==> src/rtl/handed_pkg.sv <==
// Shared definitions for the handed tracker / turn sequencer.
//   phase_t     : sequencer state encoding, also driven onto the phase port
//   ROUND_CNT_W : width of the saturating completed-round counter
//   MAX_PLAYERS : largest supported player count
package handed_pkg;

  typedef enum logic [1:0] {
    IDLE      = 2'd0,
    DEALING   = 2'd1,
    PLAYING   = 2'd2,
    ROUND_END = 2'd3
  } phase_t;

  localparam int ROUND_CNT_W = 8;
  localparam int MAX_PLAYERS = 8;

endpackage

==> src/rtl/handed_flag_bank.sv <==
// Bank of per-player "holds a hand" flags.
//   clk, reset : system clock, asynchronous active-high reset
//   clr_all    : synchronous clear of every flag (wins over set/clear)
//   set_en/idx : set the flag of player set_idx
//   clr_en/idx : clear the flag of player clr_idx
//   flags      : registered flag vector, bit p = player p
//   all_ones   : combinational AND of all flags
// Indices outside 0..NUM_PLAYERS-1 simply match no flag.
module handed_flag_bank
  import handed_pkg::*;
#(
  parameter int NUM_PLAYERS = 2,
  localparam int PW = $clog2(NUM_PLAYERS)
) (
  input  logic                   clk,
  input  logic                   reset,
  input  logic                   clr_all,
  input  logic                   set_en,
  input  logic [PW-1:0]          set_idx,
  input  logic                   clr_en,
  input  logic [PW-1:0]          clr_idx,
  output logic [NUM_PLAYERS-1:0] flags,
  output logic                   all_ones
);

  always_ff @(posedge clk or posedge reset) begin
    if (reset) begin
      flags <= '0;
    end else if (clr_all) begin
      flags <= '0;
    end else begin
      for (int i = 0; i < NUM_PLAYERS; i++) begin
        if (set_en && (set_idx == PW'(i))) begin
          flags[i] <= 1'b1;
        end else if (clr_en && (clr_idx == PW'(i))) begin
          flags[i] <= 1'b0;
        end
      end
    end
  end

  assign all_ones = &flags;

endmodule

==> src/rtl/handed_sequencer.sv <==
// Per-player handed tracker and turn sequencer.
//   clk, reset  : system clock, asynchronous active-high reset
//   new_game    : synchronous restart into DEALING, overrides everything
//   deal_valid  : deal event to player deal_player (honoured in DEALING)
//   turn_done   : current player ended the turn (honoured in PLAYING)
//   handed      : bit p set while player p holds a hand
//   all_handed  : combinational AND of handed
//   turn_player : index of the player whose turn it is
//   round_done  : one-cycle pulse, high exactly during ROUND_END
//   round_cnt   : completed rounds, saturating at 255
//   err         : one-cycle pulse on a duplicate or out-of-range deal
//   phase       : current state (handed_pkg::phase_t encoding)
module handed_sequencer
  import handed_pkg::*;
#(
  parameter int NUM_PLAYERS = 2,
  localparam int PW = $clog2(NUM_PLAYERS)
) (
  input  logic                   clk,
  input  logic                   reset,
  input  logic                   new_game,
  input  logic                   deal_valid,
  input  logic [PW-1:0]          deal_player,
  input  logic                   turn_done,
  output logic [NUM_PLAYERS-1:0] handed,
  output logic                   all_handed,
  output logic [PW-1:0]          turn_player,
  output logic                   round_done,
  output logic [ROUND_CNT_W-1:0] round_cnt,
  output logic                   err,
  output logic [1:0]             phase
);

  if (NUM_PLAYERS < 2 || NUM_PLAYERS > MAX_PLAYERS) begin : g_bad_num_players
    $error("handed_sequencer: NUM_PLAYERS must be in 2..8");
  end

  function automatic logic [ROUND_CNT_W-1:0] sat_inc(input logic [ROUND_CNT_W-1:0] v);
    return (&v) ? v : v + 1'b1;
  endfunction

  phase_t                 state;
  logic                   in_range;
  logic                   dup;
  logic [NUM_PLAYERS-1:0] set_mask;
  logic                   deal_ok;
  logic                   deal_err;
  logic                   deal_fills;
  logic                   turn_ok;
  logic                   last_turn;
  logic                   bank_all;

  // Decode the deal target without indexing past the flag vector when the
  // requested player does not exist.
  always_comb begin
    in_range = 1'b0;
    dup      = 1'b0;
    set_mask = '0;
    for (int i = 0; i < NUM_PLAYERS; i++) begin
      if (deal_player == PW'(i)) begin
        in_range    = 1'b1;
        dup         = handed[i];
        set_mask[i] = 1'b1;
      end
    end
  end

  assign deal_ok    = (state == DEALING) && deal_valid && !new_game && in_range && !dup;
  assign deal_err   = (state == DEALING) && deal_valid && !new_game && (!in_range || dup);
  // The last deal moves to PLAYING on the same edge that fills the bank.
  assign deal_fills = deal_ok && (&(handed | set_mask));
  assign turn_ok    = (state == PLAYING) && turn_done && !new_game;
  assign last_turn  = (turn_player == PW'(NUM_PLAYERS - 1));

  handed_flag_bank #(
    .NUM_PLAYERS(NUM_PLAYERS)
  ) u_bank (
    .clk      (clk),
    .reset    (reset),
    .clr_all  (new_game),
    .set_en   (deal_ok),
    .set_idx  (deal_player),
    .clr_en   (turn_ok),
    .clr_idx  (turn_player),
    .flags    (handed),
    .all_ones (bank_all)
  );

  assign all_handed = bank_all;
  assign phase      = state;

  always_ff @(posedge clk or posedge reset) begin
    if (reset) begin
      state <= IDLE;
    end else if (new_game) begin
      state <= DEALING;
    end else begin
      unique case (state)
        IDLE:      state <= IDLE;
        DEALING:   if (deal_fills) state <= PLAYING;
        PLAYING:   if (turn_ok && last_turn) state <= ROUND_END;
        ROUND_END: state <= DEALING;
        default:   state <= IDLE;
      endcase
    end
  end

  always_ff @(posedge clk or posedge reset) begin
    if (reset) begin
      turn_player <= '0;
      round_cnt   <= '0;
    end else if (new_game) begin
      turn_player <= '0;
      round_cnt   <= '0;
    end else if (deal_fills) begin
      turn_player <= '0;
    end else if (turn_ok) begin
      if (last_turn) begin
        turn_player <= '0;
        round_cnt   <= sat_inc(round_cnt);
      end else begin
        turn_player <= turn_player + 1'b1;
      end
    end
  end

  // Pulses are registered from the triggering event, so each lasts exactly
  // the one cycle following that event's edge.
  always_ff @(posedge clk or posedge reset) begin
    if (reset) begin
      round_done <= 1'b0;
      err        <= 1'b0;
    end else begin
      round_done <= turn_ok && last_turn;
      err        <= deal_err;
    end
  end

endmodule
==> config.mk <==
export PLATFORM = sky130hd
export DESIGN_NAME = handed_sequencer
export DESIGN_NICKNAME = d
export VERILOG_FILES = /design/src/rtl/handed_pkg.sv /design/src/rtl/handed_flag_bank.sv /design/src/rtl/handed_sequencer.sv
export SDC_FILE = /design/constraint.sdc
export NUM_CORES = 1
export LEC_CHECK = 0
export ABC_AREA = 1
export BUFFER_PORTS_ARGS = -buffer_cell sky130_fd_sc_hd__buf_2
export CORE_UTILIZATION = 45
export DETAILED_ROUTE_END_ITERATION = 16
export PLACE_DENSITY = 0.77
export SKIP_LAST_GASP = 1
export SLEW_MARGIN = 20
export SYNTH_ARGS = -nofsm -noshare
export SYNTH_HDL_FRONTEND = slang
export SYNTH_HIERARCHICAL = 1
export SYNTH_SLANG_ARGS = --single-unit
==> constraint.sdc <==
create_clock -name clk -period 4.17 [get_ports clk]
set_clock_uncertainty 0.1 [all_clocks]
set_input_delay 0.417 -clock clk [delete_from_list [all_inputs] [get_ports clk]]
set_output_delay 0.417 -clock clk [all_outputs]
set_load 0.03 [all_outputs]
==> results.yml, run 1 <==
die:
  core_area_um2: 1820
  fp.dieW_um: 47.2
  fp.dieArea_um2: 2230
  num_rows: 15
  die_h_um: 47.2
  initial_core_util: 0.505
  ios: 22
routing:
  wl_per_cell_um: 10.6
  num_vias: 826
  drt-initial-drc-count: 29
  antenna_left: 0
  routed_wl_mm: 1.83
  drc: 0
  drt_pre_antenna_iters: 4
  viasPerCell: 4.80
setup_path:
  reg2reg_depth: 7
  critPathCaptureType: "flip-flop"
  r2r_start: "phase[0]$_DFFE_PP0P_"
  required_ps: 4250
  cp-start-kind: "flip-flop"
  crit_type: "flip-flop to flip-flop"
  timing.rr.end: "round_cnt[3]$_DFFE_PP0P_"
  crit_fanout: 16
  crit_path_end: "round_cnt[3]$_DFFE_PP0P_"
  critPathLaunch: "phase[0]$_DFFE_PP0P_"
  r2r_slack_ps: 2580
  critical_path_arrival_ps: 1660
yosys:
  syn_nets: 132
  synth.yosys.seq_area_share: 0.408
  syn-instance-count: 123
  synthTopCellsByArea: "dfrtp_1 41%, nand2_1 17%, inv_1 7.3%"
  netlist.area_leader.share: 0.408
  synth_fa_ha_area_frac: 0.0408
  synth_area_um2: 920
  yosys_register_bits: 15
  synth_compound_gate_area_share: 0.110
  synthXorXnorAreaFrac: 0
  ys_warn_count: 6
  synth_top_family_by_area: "simple AND/OR/NAND/NOR gates"
  synth_top_cell_by_area: "dfrtp_1"
  muxShareOfSynthArea: 0
  synth_cell_types: 22
  post_synth_and_or_nand_nor_area_fraction: 0.347
  synth.avg_cell_area_um2: 7.48
clock_tree:
  clkLatencyLatePin_ps: 290
  ctsHtreeMaxLevel: 1
  clockBufferDepth: 2
  post_cts_buffers: 0
  clkSinkCount: 15
  cts_tree: "built"
  cts_made_buffers: 3
  clk_pin_slew_worst_paths_ps: 80
  cts-root-buf: "clkbuf_4"
final_layout:
  fillers: 169
  area_growth_pct: 17.1
  drive_gt1_frac: 0.252
  antenna_cells: 0
  final_core_util: 0.592
  design_area_um2: 1080
  nets: 157
timing:
  post-route-min-period_ps: 1590
  fin_crit_sh: 0.380
  setup_viol: 0
  tns_ps: 0
  fmaxAchievable_mhz: 631
  slew_headroom: 0.649
  slew_violations: 0
  rsz0062_at_grt: "false"
  hold_violations: 0
  hold_slack_ps: 289
  worst_pin_slew_ps: 526
power:
  leakage_nw: 0.575
  vdd.ir_drop.worst_v: 0.000227
  totalPowerFinal_mw: 0.389
  powerDensity_nw_per_um2: 361
min_path:
  holdPathStages: 2
  hp-class: "input pin to flip-flop"
placement:
  place_congestion: 0.797
  dpl.hpwl_mm: 1.37
  place.port_buffers: 21
  place_area_um2: 1040
global_routing:
  antenna_found_initial: 0
  overflow: 0
  grt_use_total: 0.192
  grt_pass1_wl_mm: 2.89
  grt_pass1_vias: 697
  grt_start_max_net_pins: 17
outcome:
  outcome: "finished, final reports clean"
run:
  drv_cap: 0
## routing by layer
layer  track usage  up-vias  routed length (um)
met4         0.109        0                  56
li1              -      440                   -
met1         0.231      365                 858
met2         0.311       14                 865
met3        0.0500        7                  48
met5             0        -                   0
## where the power goes
part	switching [mW]	internal [mW]	total [mW]
sequential	0.0160	0.161	0.177
combinational	0.0884	0.0414	0.130
clock	0.0453	0.0372	0.0825
## through the flow
step                      worst slack [ps]  std cells
after floorplan                       2530        123
after global placement                2590        167
after detailed placement              2600        167
after CTS                             2580        172
after global routing                  2470        172
final                                 2580        172
## layout make-up
| type | instances | area, um^2 | area share |
|---|---|---|---|
| Multi-Input combinational cell | 87 | 458 | 0.425 |
| Inverter | 19 | 71.3 | 0.0662 |
| Tap cell | 25 | 31.3 | 0.0290 |
| Sequential cell | 15 | 375 | 0.348 |
| Timing Repair Buffer | 22 | 115 | 0.107 |
| Clock buffer | 4 | 26.3 | 0.0244 |
## worst min path at each step
stage	startpoint	to	slack (ps)
6_report	new_game	u_bank/flags[0]$_DFFE_PP0P_	290
5_1_grt	new_game	u_bank/flags[0]$_DFFE_PP0P_	280
4_1_cts	new_game	u_bank/flags[0]$_DFFE_PP0P_	280
3_5_place_dp	reset	u_bank/flags[1]$_DFFE_PP0P_	180
3_3_place_gp	reset	u_bank/flags[0]$_DFFE_PP0P_	170
2_1_floorplan	reset	u_bank/flags[0]$_DFFE_PP0P_	60
## Yosys cell counts
cell type  count
or2_2          1
nand3b_1       1
a21oi_1        2
dfrtp_1       15
buf_6          1
nand2_1       41
nand3_4        1
o211ai_1       1
inv_2          1
nand3_1       10
nor3_1         2
clkbuf_1       1
nand3_2        2
inv_1         18
nand2_2        2
nor2_1         8
nor2_4         1
o21bai_1       2
a21oi_2        1
o21ai_1        5
ha_1           3
o21ai_2        4
## flip-flops by register name (all words and copies together), names as in the netlist
| signal | cells |
|---|---|
| round_done | 1 |
| turn_player | 1 |
| phase | 2 |
| err | 1 |
| round_cnt | 8 |
| u_bank/flags | 2 |
## timing repair
item / in CTS / in global routing
hold buffers: 1 / 0
resized for setup: 0 / 0
endpoints found under the hold margin: 2 / 0
## worst max-delay path, stage by stage (launching register included)
cell     delay (ps)
dfrtp_1         410
inv_1            70
ha_1            170
nand2_1         110
o21ai_1         220
nand3_4         220
nand2_1         130
o21ai_2          50
## placed cells by master (no fill, tap or decap), drive strengths merged
| cell | Yosys | layout |
|---|---|---|
| nand2 | 43 | 43 |
| buf | 1 | 21 |
| inv | 19 | 19 |
| dfrtp | 15 | 15 |
| nand3 | 13 | 13 |
| nor2 | 9 | 9 |
| o21ai | 9 | 9 |
| clkbuf | 1 | 4 |
| ha | 3 | 3 |
| a21oi | 3 | 3 |
| nor3 | 2 | 2 |
| o21bai | 2 | 2 |
| o211ai | 1 | 1 |
| or2 | 1 | 1 |
| nand3b | 1 | 1 |
| dlygate4sd3 | 0 | 1 |
## cell families after synthesis
group           count (synthesis)
fa+ha+maj                       3
buf+inv                        21
flops                          15
compound gates                 15
simple gates                   69
No activity file was read; power rests on OpenSTA's default activity.
==> run 2: changes to the inputs <==
--- a/config.mk
+++ b/config.mk
@@ -9,7 +9,7 @@
 export BUFFER_PORTS_ARGS = -buffer_cell sky130_fd_sc_hd__buf_2
 export CORE_UTILIZATION = 45
 export DETAILED_ROUTE_END_ITERATION = 16
-export PLACE_DENSITY = 0.77
+export PLACE_DENSITY = 0.8
 export SKIP_LAST_GASP = 1
 export SLEW_MARGIN = 20
 export SYNTH_ARGS = -nofsm -noshare
==> constraint.sdc (replaced) <==
create_clock -name clk -period 1.35 [get_ports clk]
set_clock_uncertainty 0.1 [all_clocks]
set_input_delay 0.135 -clock clk [delete_from_list [all_inputs] [get_ports clk]]
set_output_delay 0.135 -clock clk [all_outputs]
set_load 0.03 [all_outputs]
==> run 2 against run 1 <==
Against the previous run:
- the run now ends with negative setup slack left
- clock power rose to 3.1 times the previous value
- worst setup slack worse by 2700 ps
- first-iteration DRC count down 59%
- wire length is 20% higher
- total power grew to 3.9 times the previous value
- cell count increased by 9.9%
- flip-flop and latch count did not move
- global-route usage rose by 3.7 points
- count of clock-buffer cells in the layout is the same
- die area unchanged
- fmax rose by 8.3%
==> results.yml, run 2 (synthesis results as in run 1) <==
power:
  totalPowerFinal_mw: 1.52
  comb_power_share: 0.463
  switchingPower_mw: 0.591
  internal-power_mw: 0.926
  power_switching_share: 0.389
  seqPwrFrac: 0.367
  leakage_nw: 0.681
  powerDensity_nw_per_um2: 1110
  vdd.ir_drop.worst_v: 0.000989
  pwr-share-clk: 0.170
routing:
  viasPerCell: 4.95
  routed_wl_mm: 2.19
  drc: 0
  antenna_left: 0
  wl_per_cell_um: 11.6
  drt_pre_antenna_iters: 4
  num_vias: 936
  drt-initial-drc-count: 12
outcome:
  failed_checks: "negative setup slack"
  outcome: "finished with violations"
setup_path:
  required_ps: 1410
  reg2reg_depth: 9
  critPathLaunch: "phase[1]$_DFFE_PP0P_"
  r2r_slack_ps: -110
  crit_fanout: 3
  timing.rr.end: "u_bank/flags[1]$_DFFE_PP0P_"
  critical_path_arrival_ps: 1530
  critPathCaptureType: "flip-flop"
  cp-start-kind: "flip-flop"
  r2r_start: "phase[1]$_DFFE_PP0P_"
  crit_type: "flip-flop to flip-flop"
global_routing:
  overflow: 0
  grt_start_max_net_pins: 14
  antenna_found_initial: 0
  grt_use_total: 0.229
  grt_pass1_vias: 847
  grt_pass1_wl_mm: 3.54
final_layout:
  final_cells: 189
  largest-register: "round_cnt"
  nets: 174
  final_cell_mix: "31 x nand2_1, 20 x buf_2, 15 x inv_1"
  final_common_cell: "nand2_1"
  largest_reg_flops: 8
  area_growth_pct: 48.0
  drive_gt1_frac: 0.488
  antenna_cells: 0
die:
  fp.dieArea_um2: 2230
  ios: 22
  core_area_um2: 1820
  initial_core_util: 0.505
  num_rows: 15
  fp.dieW_um: 47.2
  die_h_um: 47.2
timing:
  rsz0062_at_grt: "true"
  fmaxAchievable_mhz: 683
  post-route-min-period_ps: 1460
  fin_crit_sh: 1.08
  slew_violations: 0
  fin_ws_ps: -114
  slew_headroom: 0.658
  hold_violations: 0
  worst_pin_slew_ps: 512
  setup_viol: 13
min_path:
  holdPathStages: 3
  worst_hold_path.endpoint: "u_bank/flags[1]$_DFFE_PP0P_"
  hold_start: "deal_player"
  hp-class: "input pin to flip-flop"
placement:
  place_congestion: 0.834
  place.port_buffers: 21
  place_inst: 178
  dpl.hpwl_mm: 1.55
clock_tree:
  clockBufferDepth: 2
  cts_tree: "built"
  cts-root-buf: "clkbuf_4"
  ctsHtreeMaxLevel: 1
  clkSinkCount: 15
  clkLatencyLatePin_ps: 280
  clk_pin_slew_worst_paths_ps: 90
  cts_made_buffers: 3
run:
  drv_cap: 0
run 2: worst max-delay path: stages, from the launching register on:
cell and delay, ps:
dfrtp_2 390, buf_4 120, ha_4 140, nand2_4 60, buf_4 130, buf_6 110, nor2_4 100, nand2_1 70
nand2_1 70, a21oi_1 60
run 2: metrics by stage:
step	worst slack [ps]	TNS, ps	utilization	area [um^2]	hold slack, ps
3_5_place_dp	-148	-1480	0.657	1200	-91.8
5_1_grt	-202	-2090	0.748	1360	41.0
3_3_place_gp	-127	-1170	0.657	1200	-97.4
6_report	-114	-1070	0.748	1360	32.0
2_1_floorplan	-178	-1410	-	992	-224
4_1_cts	-106	-889	0.714	1300	29.3
run 2: worst max path at each step:
stage	end	slack (ps)	depth (start not counted)
3_3_place_gp	round_cnt[6]$_DFFE_PP0P_	-130	7
3_5_place_dp	phase[0]$_DFFE_PP0P_	-150	9
2_1_floorplan	round_cnt[3]$_DFFE_PP0P_	-180	9
6_report	u_bank/flags[1]$_DFFE_PP0P_	-110	9
5_1_grt	round_cnt[6]$_DFFE_PP0P_	-200	8
4_1_cts	phase[1]$_DFFE_PP0P_	-110	9
run 2: area by class of cell:
class	instances	area, um^2
well taps	25	31.3
flip-flops and latches	15	380
multi-input cells	88	603
clock buffers	4	26.3
inverters	19	71.3
repair buffers	38	249
fillers	132	459
run 2: power by group through the flow:
stage	Sequential (mW)	Clock (mW)	Combinational [mW]
2_1_floorplan	0.674	0	0.266
3_3_place_gp	0.569	0	0.538
4_1_cts	0.557	0.262	0.643
6_report	0.557	0.257	0.703
5_1_grt	0.564	0.289	0.779
3_5_place_dp	0.572	0	0.553
run 2: what timing repair did:
item,CTS,global route
resized for setup,7,13
hold buffers,1,0
setup endpoints to repair,13,14
pin swaps,9,8
hold endpoints to repair,15,0
gates cloned,1,0
buffers inserted,2,3
run 2: routing by layer:
layer,global-route usage,up-vias,routed length (um)
li1,-,473,-
met1,0.299,438,1000
met2,0.381,21,1110
met3,0.0346,4,53
met4,0.0857,0,24
met5,0,-,0
